[src/rtl/eng_pipe_fa_pkg.sv]
// Purpose : shared types, widths and the opcode-to-entry-PC mapping for the engine-pipe fetch stage.
// Latency : n/a (types and a combinational helper only).
// Backpr. : n/a.
// Contents: PC_W, OPCODE_W, ENTRY_SHIFT, pc_t, opcode_t, fa_state_t, entry_pc().
package eng_pipe_pkg;

   localparam int PC_W        = 10;
   localparam int OPCODE_W    = 4;
   localparam int ENTRY_SHIFT = 4;

   typedef logic [PC_W-1:0]     pc_t;
   typedef logic [OPCODE_W-1:0] opcode_t;

   typedef enum logic {
      FA_IDLE = 1'b0,
      FA_RUN  = 1'b1
   } fa_state_t;

   // Entry PC is the opcode scaled by 2^ENTRY_SHIFT; bits above PC_W are dropped.
   function automatic pc_t entry_pc(input opcode_t op);
      logic [PC_W+OPCODE_W-1:0] wide;
      wide = {{PC_W{1'b0}}, op} << ENTRY_SHIFT;
      return wide[PC_W-1:0];
   endfunction

endpackage

[src/rtl/eng_pipe_fa_ras.sv]
// Purpose : return-address stack (pointer-based LIFO) for microcode call/return.
// Latency : push/pop take effect on the next edge; top_pc is combinational from the pointer.
// Backpr. : none; a push when full or a pop when empty is ignored, the caller flags the error.
// Ports   : clk, srst (sync, active-high), clr (flush), push/push_pc, pop, top_pc, full, empty.
module eng_pipe_fa_ras
   import eng_pipe_pkg::*;
#(
   parameter int DEPTH = 4
) (
   input  logic clk,
   input  logic srst,
   input  logic clr,
   input  logic push,
   input  pc_t  push_pc,
   input  logic pop,
   output pc_t  top_pc,
   output logic full,
   output logic empty
);

   localparam int PW = $clog2(DEPTH + 1);
   localparam int IW = (DEPTH > 1) ? $clog2(DEPTH) : 1;

   logic [PW-1:0] ptr;     // number of valid entries
   logic [IW-1:0] top_idx;
   pc_t           mem [DEPTH];

   assign full    = (ptr == PW'(DEPTH));
   assign empty   = (ptr == '0);
   assign top_idx = IW'(ptr - PW'(1));
   assign top_pc  = mem[top_idx];

   always_ff @(posedge clk) begin
      if (srst || clr) begin
         ptr <= '0;
      end else if (push && !full) begin
         mem[ptr[IW-1:0]] <= push_pc;
         ptr              <= ptr + PW'(1);
      end else if (pop && !empty) begin
         ptr <= ptr - PW'(1);
      end
   end

endmodule

[src/rtl/eng_pipe_fa.sv]
// Purpose : fetch-stage microcode sequencer; maps command opcodes to entry PCs and steps the PC.
// Latency : command handshake -> first valid PC 1 cycle; redirect/call/ret -> target PC 1 cycle.
// Backpr. : o_cmd_rdy_r is high only in IDLE; i_xa_stall holds the PC, redirect overrides stall.
// Ports   : clk, srst (sync, active-high); cmd vld/opcode/rdy; fa vld/pc; xa stall/redirect/done/call/ret;
//           o_busy_r (in RUN), o_err_r (sticky: PC wrap, RAS overflow/underflow).
// Option  : define ENG_PIPE_FA_RAS_EN to build the return-address stack for call/ret.
module eng_pipe_fa
   import eng_pipe_pkg::*;
#(
   parameter int RAS_DEPTH = 4
) (
   input  logic                clk,
   input  logic                srst,
   input  logic                i_cmd_vld,
   input  logic [OPCODE_W-1:0] i_cmd_opcode,
   output logic                o_cmd_rdy_r,
   output logic                o_fa_vld_r,
   output logic [PC_W-1:0]     o_fa_pc_r,
   input  logic                i_xa_stall,
   input  logic                i_xa_redirect_vld,
   input  logic [PC_W-1:0]     i_xa_redirect_pc,
   input  logic                i_xa_done,
   input  logic                i_xa_call_vld,
   input  logic                i_xa_ret_vld,
   output logic                o_busy_r,
   output logic                o_err_r
);

   fa_state_t state, state_nxt;
   logic      rdy_nxt, vld_nxt, busy_nxt, err_nxt;
   pc_t       pc_nxt;

`ifdef ENG_PIPE_FA_RAS_EN
   logic ras_push, ras_pop, ras_clr, ras_full, ras_empty;
   pc_t  ras_top;

   // The return point pushed is the PC currently presented alongside the call.
   eng_pipe_fa_ras #(.DEPTH(RAS_DEPTH)) u_ras (
      .clk     (clk),
      .srst    (srst),
      .clr     (ras_clr),
      .push    (ras_push),
      .push_pc (o_fa_pc_r),
      .pop     (ras_pop),
      .top_pc  (ras_top),
      .full    (ras_full),
      .empty   (ras_empty)
   );
`else
   logic unused_ras_in;
   assign unused_ras_in = &{1'b0, i_xa_call_vld, i_xa_ret_vld};
`endif

   always_comb begin
      state_nxt = state;
      rdy_nxt   = o_cmd_rdy_r;
      vld_nxt   = o_fa_vld_r;
      pc_nxt    = o_fa_pc_r;
      busy_nxt  = o_busy_r;
      err_nxt   = o_err_r;
`ifdef ENG_PIPE_FA_RAS_EN
      ras_push  = 1'b0;
      ras_pop   = 1'b0;
      ras_clr   = 1'b0;
`endif
      case (state)
         FA_IDLE: begin
            if (i_cmd_vld && o_cmd_rdy_r) begin
               state_nxt = FA_RUN;
               pc_nxt    = entry_pc(i_cmd_opcode);
               vld_nxt   = 1'b1;
               rdy_nxt   = 1'b0;
               busy_nxt  = 1'b1;
            end
         end
         FA_RUN: begin
            if (i_xa_done) begin
               // PC is left as-is; only the valid drops.
               state_nxt = FA_IDLE;
               vld_nxt   = 1'b0;
               rdy_nxt   = 1'b1;
               busy_nxt  = 1'b0;
`ifdef ENG_PIPE_FA_RAS_EN
               ras_clr   = 1'b1;
            end else if (i_xa_call_vld) begin
               pc_nxt = i_xa_redirect_pc;
               if (ras_full) err_nxt  = 1'b1;
               else          ras_push = 1'b1;
            end else if (i_xa_ret_vld) begin
               if (ras_empty) begin
                  pc_nxt  = '0;
                  err_nxt = 1'b1;
               end else begin
                  pc_nxt  = ras_top;
                  ras_pop = 1'b1;
               end
`endif
            end else if (i_xa_redirect_vld) begin
               pc_nxt = i_xa_redirect_pc;
            end else if (!i_xa_stall) begin
               // Only a sequential step off the top of the ROM is an error.
               if (&o_fa_pc_r) err_nxt = 1'b1;
               pc_nxt = o_fa_pc_r + pc_t'(1);
            end
         end
         default: state_nxt = FA_IDLE;
      endcase
   end

   always_ff @(posedge clk) begin
      if (srst) begin
         state       <= FA_IDLE;
         o_cmd_rdy_r <= 1'b1;
         o_fa_vld_r  <= 1'b0;
         o_fa_pc_r   <= '0;
         o_busy_r    <= 1'b0;
         o_err_r     <= 1'b0;
      end else begin
         state       <= state_nxt;
         o_cmd_rdy_r <= rdy_nxt;
         o_fa_vld_r  <= vld_nxt;
         o_fa_pc_r   <= pc_nxt;
         o_busy_r    <= busy_nxt;
         o_err_r     <= err_nxt;
      end
   end

endmodule

[config.mk]
export PLATFORM = sky130hd
export DESIGN_NAME = eng_pipe_fa
export DESIGN_NICKNAME = d
export VERILOG_FILES = /design/src/rtl/eng_pipe_fa_pkg.sv /design/src/rtl/eng_pipe_fa_ras.sv /design/src/rtl/eng_pipe_fa.sv
export SDC_FILE = /design/constraint.sdc
export NUM_CORES = 1
export LEC_CHECK = 0
export BUFFER_PORTS_ARGS = -buffer_cell sky130_fd_sc_hd__buf_2
export CAP_MARGIN = 20
export CORE_ASPECT_RATIO = 1.1
export CORE_MARGIN = 2
export CORE_UTILIZATION = 32
export CTS_BUF_LIST = sky130_fd_sc_hd__clkbuf_8 sky130_fd_sc_hd__clkbuf_16
export CTS_CLUSTER_SIZE = 25
export DETAILED_ROUTE_END_ITERATION = 16
export HOLD_SLACK_MARGIN = 0.05
export PLACE_DENSITY = 0.63
export SYNTH_ARGS = -nofsm -noshare
export SYNTH_HDL_FRONTEND = slang
export SYNTH_SLANG_ARGS = --single-unit
[constraint.sdc]
create_clock -name clk -period 2 [get_ports clk]
set_input_delay 0.4 -clock clk [delete_from_list [all_inputs] [get_ports clk]]
set_output_delay 0.4 -clock clk [all_outputs]
set_load 0.02 [all_outputs]
# After elaboration in Yosys (flattened, before gate mapping)

Index checks and enable logic that the tools add are counted.
W data, S select, Z words.

Input port bits: 22
Register bits: 14
Word-level logic and storage cells: 32
Memory bits (read-only): 0
Output and inout port bits: 14
Bits in latches: 0
Memories: 0
RAM bits: 0

$add $sub $neg: 1
Reductions and logical operators: 4
Multipliers: 0
Div/mod/pow operators: 0
Bitwise operators: 4
Mux-type cells: 14
Equal/unequal tests: 4
$lt $le $gt $ge: 0
Shift-type cells: 0

Operators with widths:

| operator                | count |
|---|---|
| $mux W10                | 4 |
| $pmux W10 S2            | 1 |
| $reduce_and A14 Y1      | 1 |
| $add A10 B1 Y10 const B | 1 |
| $mux W1                 | 6 |
| $ne A2 B2 Y1 const B    | 3 |
| $pmux W1 S2             | 3 |
| $not A1 Y1              | 4 |
| $ne A3 B3 Y1 const B    | 1 |
| $reduce_and A3 Y1       | 1 |
| $reduce_and A2 Y1       | 1 |
| $logic_and A1 B1 Y1     | 1 |

# Depth between registers and ports, before layout

Word-level depth: 5
Depth in mapped cells: 6
Mapped depth without buffers: 5

# Worst setup path after synthesis

Ideal clock, no wire load.

Kind: flip-flop to flip-flop
Start: reg o_fa_pc_r[0]
End: reg o_fa_pc_r[4]
Library setup time: 0.119 ns
Data required time: 1.881 ns
Clock period less this slack: 1.467 ns
Path buffers: 0
Arrival time: 1.349 ns
Cell stages (with the launch flop): 6
Slack: 0.533 ns
Cells stage by stage: dfxtp_1 ha_1 nand4_1 mux2i_1 a21oi_1 o221a_1

Word-level cells in the longest chain between the ends: 5

Ends and longest elaborated chain:

| element                | RTL line           | source |
|---|---|---|
| from (decl)            | eng_pipe_fa.sv:18  | `output logic [PC_W-1:0] o_fa_pc_r,` |
| from (signal assigned) | eng_pipe_fa.sv:122 | `o_fa_pc_r <= pc_nxt;` |
| $add A10 B1 Y10        | eng_pipe_fa.sv:103 | `pc_nxt = o_fa_pc_r + pc_t'(1);` |
| $mux W10               | eng_pipe_fa.sv:100 | `end else if (!i_xa_stall) begin` |
| $mux W10               | eng_pipe_fa.sv:98  | `end else if (i_xa_redirect_vld) begin` |
| $mux W10               | eng_pipe_fa.sv:77  | `if (i_xa_done) begin` |
| $pmux W10 S2           | eng_pipe_fa.sv:66  | `case (state)` |

Every way passes these cells. The select of a mux whose other input is x is not followed.
A chain may end at the register's enable or synchronous reset.

# Worst setup path after layout

Start: reg state
End: reg o_fa_pc_r[4]

Word-level cells in the longest chain between the ends: 3
Elaborated cells on any way between the ends: 6
Classes of those cells: eq/ne (3); mux (1); bitwise (1); reduce/logical (1)

Ends and longest elaborated chain:

| element                     | RTL line           | source |
|---|---|---|
| from (decl)                 | eng_pipe_fa.sv:29  | `fa_state_t state, state_nxt;` |
| from (signal assigned)      | eng_pipe_fa.sv:119 | `state <= state_nxt;` |
| $not A1 Y1                  | -                  |  |
| $ne A2 B2 Y1 (no line)      | -                  |  |
| $reduce_and A3 Y1 (no line) | -                  |  |

Parallel ways exist; a longest one is shown, timed or not.

==> metrics.txt <==
# TYPE chip_impl_metric gauge
chip_impl_metric{name="finalHoldViolCount",unit=""} 0
chip_impl_info{name="hp-class",value="input port to flop"} 1
chip_impl_info{name="globalRoute.busiestLayer",value="met2"} 1
chip_impl_metric{name="ioPinCount",unit=""} 36
chip_impl_metric{name="cts_buffer_depth",unit=""} 2
chip_impl_metric{name="p_clk_share",unit="%"} 32.6
chip_impl_metric{name="syn-cell-area",unit="sq um"} 906
chip_impl_metric{name="route.vias.total",unit=""} 917
chip_impl_metric{name="crit_path_max_fanout",unit=""} 16
chip_impl_metric{name="timing.clock.skew",unit="ns"} 0.00118
chip_impl_metric{name="grt_start_max_net_pins",unit=""} 21
chip_impl_metric{name="drtIter0Drc",unit=""} 20
chip_impl_metric{name="synth.lib_cells_used.distinct",unit=""} 42
chip_impl_metric{name="grt_antenna_before_repair",unit=""} 0
chip_impl_metric{name="period_share",unit="%"} 84.5
chip_impl_metric{name="synthDominantCellAreaShare",unit="%"} 30.9
chip_impl_metric{name="grt_overflow_total",unit=""} 0
chip_impl_info{name="post_synth_main_area_contributors",value="sky130_fd_sc_hd__dfxtp_1, sky130_fd_sc_hd__a21oi_1, sky130_fd_sc_hd__nand2_1, sky130_fd_sc_hd__nand2b_1, sky130_fd_sc_hd__nor2b_1"} 1
chip_impl_info{name="commonest_cells_in_the_netlist",value="sky130_fd_sc_hd__dfxtp_1, sky130_fd_sc_hd__nand2_1, sky130_fd_sc_hd__a21oi_1"} 1
chip_impl_metric{name="netlist_instances",unit=""} 111
chip_impl_metric{name="n_antenna_cell",unit=""} 0
chip_impl_metric{name="finalWirelength",unit="microns"} 2220
chip_impl_metric{name="dieArea",unit="sq um"} 3270
chip_impl_metric{name="fraction_of_final_layout_cells_sized_beyond_drive_strength_1",unit="%"} 32.6
chip_impl_metric{name="cap_viol_max_count",unit=""} 0
chip_impl_metric{name="timing.final.max_slew_violations",unit=""} 0
chip_impl_metric{name="cts_made_buffers",unit=""} 3
chip_impl_metric{name="timing.max_slew.rel_slack",unit="%"} 66.6
chip_impl_metric{name="die_h",unit="microns"} 59.8
chip_impl_metric{name="finish.net_count",unit=""} 166
chip_impl_metric{name="cts.htree.levels",unit=""} 1
chip_impl_metric{name="power.static_leakage",unit="uW"} 0.000475
chip_impl_metric{name="synth_async_sr_flop_share",unit="%"} 0
chip_impl_metric{name="critical_path_depth",unit=""} 4
chip_impl_info{name="critical_path_sink_type",value="flop"} 1
chip_impl_metric{name="worstPathArrival",unit="ns"} 1.82
chip_impl_info{name="critPathSlowestCell",value="sky130_fd_sc_hd__dfxtp_1"} 1
chip_impl_metric{name="area_growth_syn_to_layout",unit="%"} 23.1
chip_impl_metric{name="numPortBuffers",unit=""} 33
chip_impl_info{name="worstSetupStartpointType",value="flop"} 1
chip_impl_metric{name="cellPowerDensity",unit="nW/um^2"} 621
chip_impl_metric{name="route.detailed.wl_per_inst",unit="microns"} 12.7
chip_impl_info{name="rsz0062_at_grt",value="false"} 1
chip_impl_info{name="timing.rr.end",value="o_fa_pc_r[4]"} 1
chip_impl_metric{name="ctsResizeCount",unit=""} 0
chip_impl_metric{name="antenna_left",unit=""} 0
chip_impl_metric{name="post-route-min-period",unit="ns"} 1.69
chip_impl_metric{name="die_x",unit="microns"} 54.7
chip_impl_info{name="cts_tree",value="yes"} 1
chip_impl_metric{name="share_seq_of_total_power",unit="%"} 46.0
chip_impl_metric{name="layout.area.seq",unit="sq um"} 280
chip_impl_metric{name="critical_path_buf_inv_count",unit=""} 0
chip_impl_info{name="ys_dominant_reg_cell",value="sky130_fd_sc_hd__dfxtp_1"} 1
chip_impl_metric{name="core",unit="sq um"} 2730
chip_impl_metric{name="maximum_cell_stage_delay_along_the_critical_path",unit="ns"} 0.63
chip_impl_metric{name="minimum_setup_slack_among_reg_to_reg_paths",unit="ns"} 0.31
chip_impl_metric{name="internal_power",unit="uW"} 490
chip_impl_metric{name="yosysSeqAreaShare",unit="%"} 30.9
chip_impl_metric{name="totalNegativeSetupSlack",unit="ns"} 0
chip_impl_info{name="critical_path.top_delay_family",value="compound AO/OA/AOI/OAI gates"} 1
chip_impl_metric{name="relative_contribution_of_combinational_cells_to_total_power",unit="%"} 21.4
chip_impl_metric{name="drt_pass1_iterations",unit=""} 4
chip_impl_metric{name="switching_part_of_the_total_power",unit="%"} 29.2
chip_impl_metric{name="initial_core_util",unit="%"} 33.2
chip_impl_metric{name="grt_pass1_wl",unit="microns"} 3710
chip_impl_metric{name="gr-usage-met1",unit="%"} 18.9
chip_impl_metric{name="yosys_warnings",unit=""} 0
chip_impl_metric{name="rr_worst_depth",unit=""} 4
chip_impl_metric{name="met2_demand_to_capacity_share_in_global_routing",unit="%"} 26.0
chip_impl_metric{name="timing.critical_path.required",unit="ns"} 2.13
chip_impl_metric{name="multi_input_comb_area",unit="sq um"} 572
chip_impl_metric{name="row_count",unit=""} 20
chip_impl_metric{name="max_freq",unit="GHz"} 0.592
chip_impl_metric{name="viasPerCell",unit=""} 5.27
chip_impl_info{name="hold_path_end",value="o_fa_pc_r[8]"} 1
chip_impl_info{name="synthMostInstantiatedCell",value="sky130_fd_sc_hd__dfxtp_1"} 1
chip_impl_metric{name="groute.usage.overall",unit="%"} 15.6
chip_impl_metric{name="tightest_slew",unit="ns"} 0.500
chip_impl_metric{name="timing.final.setup_violations",unit=""} 0
chip_impl_metric{name="first_global_vias",unit=""} 886
chip_impl_info{name="netlist.top_cell.by_area",value="sky130_fd_sc_hd__dfxtp_1"} 1
chip_impl_metric{name="final-instance-count-excl-fill",unit=""} 174
chip_impl_metric{name="cts_hold_buffers",unit=""} 0
chip_impl_metric{name="synth-edff-count",unit=""} 0
chip_impl_metric{name="vdd_ir_drop_max",unit="uV"} 384
chip_impl_metric{name="latest_clock_arrival_within_the_worst_skew_pair",unit="ns"} 0.24
chip_impl_info{name="critical_path.cell_chain",value="and3b_1 > a21oi_4 > a21oi_1 > o221a_1"} 1
chip_impl_metric{name="sink_count_of_the_clock_tree",unit=""} 14
chip_impl_metric{name="ys_seq_elements",unit=""} 14
chip_impl_info{name="clock_tree.root_cell",value="sky130_fd_sc_hd__clkbuf_8"} 1
chip_impl_metric{name="count_of_buffers_added_by_post_cts_timing_repair_for_setup",unit=""} 0
chip_impl_metric{name="synthesis.area_per_instance",unit="sq um"} 8.16
chip_impl_info{name="r2r-start",value="state"} 1
chip_impl_info{name="status",value="finished clean"} 1
chip_impl_info{name="hold_start",value="i_xa_redirect_pc[8]"} 1
chip_impl_metric{name="remaining_drc_errors",unit=""} 0
chip_impl_info{name="worst-setup-path-type",value="flop to flop"} 1
chip_impl_metric{name="p_switching",unit="uW"} 202
chip_impl_metric{name="cts.reportedPaths.clkPinSlew",unit="ns"} 0.06
chip_impl_metric{name="dpl.cell_count",unit=""} 171
chip_impl_metric{name="gpl.final_weighted_congestion",unit=""} 0.783
chip_impl_metric{name="grt_use_met3",unit="%"} 2.75
chip_impl_metric{name="min_path_cells",unit=""} 3
chip_impl_metric{name="fill_count",unit=""} 307
chip_impl_metric{name="dp.final_hpwl",unit="microns"} 1670
chip_impl_metric{name="synth.net_count",unit=""} 134
layout make-up:
type / instances / share of cell area, %
Sequential cell: 14 / 25.1
Timing Repair Buffer: 33 / 14.8
Tap cell: 33 / 3.70
Inverter: 4 / 1.35
Multi-Input combinational cell: 87 / 51.3
Clock buffer: 3 / 3.70
per-layer routing:
metal  wire length [microns]  up-vias
li1                        -      469
met5                       0        -
met2                    1070       27
met3                     138        0
met1                    1010      421
met4                       0        0
cells in the final DEF, fill, tap and decap left out, types with 2 or more instances in the layout:
cell type,n
sky130_fd_sc_hd__nor3_1,3
sky130_fd_sc_hd__o21a_1,3
sky130_fd_sc_hd__nor2_1,6
sky130_fd_sc_hd__buf_2,33
sky130_fd_sc_hd__inv_1,3
sky130_fd_sc_hd__dfxtp_1,14
sky130_fd_sc_hd__o32ai_1,2
sky130_fd_sc_hd__nand2b_1,5
sky130_fd_sc_hd__clkbuf_8,3
sky130_fd_sc_hd__o21ai_1,2
sky130_fd_sc_hd__o21ai_0,4
sky130_fd_sc_hd__a31oi_1,2
sky130_fd_sc_hd__a22oi_1,3
sky130_fd_sc_hd__nand2_1,13
sky130_fd_sc_hd__nor2b_1,4
sky130_fd_sc_hd__o22ai_1,3
sky130_fd_sc_hd__mux2i_1,2
sky130_fd_sc_hd__nand3_1,4
sky130_fd_sc_hd__a21oi_1,11
power groups by stage:
stage | registers (uW) | logic [uW] | clock network, uW
3_3_place_gp | 324 | 147 | 0
3_5_place_dp | 325 | 148 | 0
4_1_cts | 319 | 149 | 232
6_report | 319 | 148 | 226
2_1_floorplan | 334 | 92.5 | 0
5_1_grt | 322 | 164 | 239
through the flow:
| stage | setup slack (ns) | utilization, % | cell area [sq um] | power [uW] | hold WS (ns) |
|---|---|---|---|---|---|
| finish | 0.309 | 40.9 | 1110 | 693 | 0.438 |
| global route | 0.220 | 40.9 | 1110 | 725 | 0.480 |
| global placement | 0.340 | 39.4 | 1070 | 471 | 0.447 |
| detailed placement | 0.313 | 39.4 | 1070 | 473 | 0.468 |
| floorplan | 0.533 | - | 906 | 427 | 0.518 |
| CTS | 0.306 | 40.9 | 1110 | 700 | 0.435 |
state kept, by name (all words and copies together), names as in the netlist:
name and cells:
o_err_r 1, o_busy_r 1, o_cmd_rdy_r 1, state 1
o_fa_pc_r 10
worst max-delay path by stage:
stage | slack [ns] | end | startpoint
6_report | 0.31 | o_fa_pc_r[4] | state
2_1_floorplan | 0.53 | o_fa_pc_r[4] | o_fa_pc_r[0]
3_5_place_dp | 0.31 | o_fa_pc_r[4] | state
3_3_place_gp | 0.34 | o_fa_pc_r[4] | state
4_1_cts | 0.31 | o_fa_pc_r[4] | state
5_1_grt | 0.22 | o_fa_pc_r[4] | state
cells by family (layout without fill, tap and decap cells):
| kind of cell | after synthesis | count (layout) | share of synthesized area [%] |
|---|---|---|---|
| AOI/OAI and AO/OA | 38 | 38 | 29.1 |
| buffers and inverters | 10 | 40 | 5.94 |
| and+or+nand+nor | 45 | 45 | 29.1 |
| muxes | 3 | 3 | 3.45 |
| adders and majority gates | 1 | 1 | 1.38 |
| DFF | 14 | 14 | 30.9 |
worst reg2reg max path: stages (launching register included):
cell	delay, ns
sky130_fd_sc_hd__dfxtp_1	0.63
sky130_fd_sc_hd__and3b_1	0.31
sky130_fd_sc_hd__a21oi_4	0.34
sky130_fd_sc_hd__a21oi_1	0.08
sky130_fd_sc_hd__o221a_1	0.23
Power figures use the tool's default switching activity.
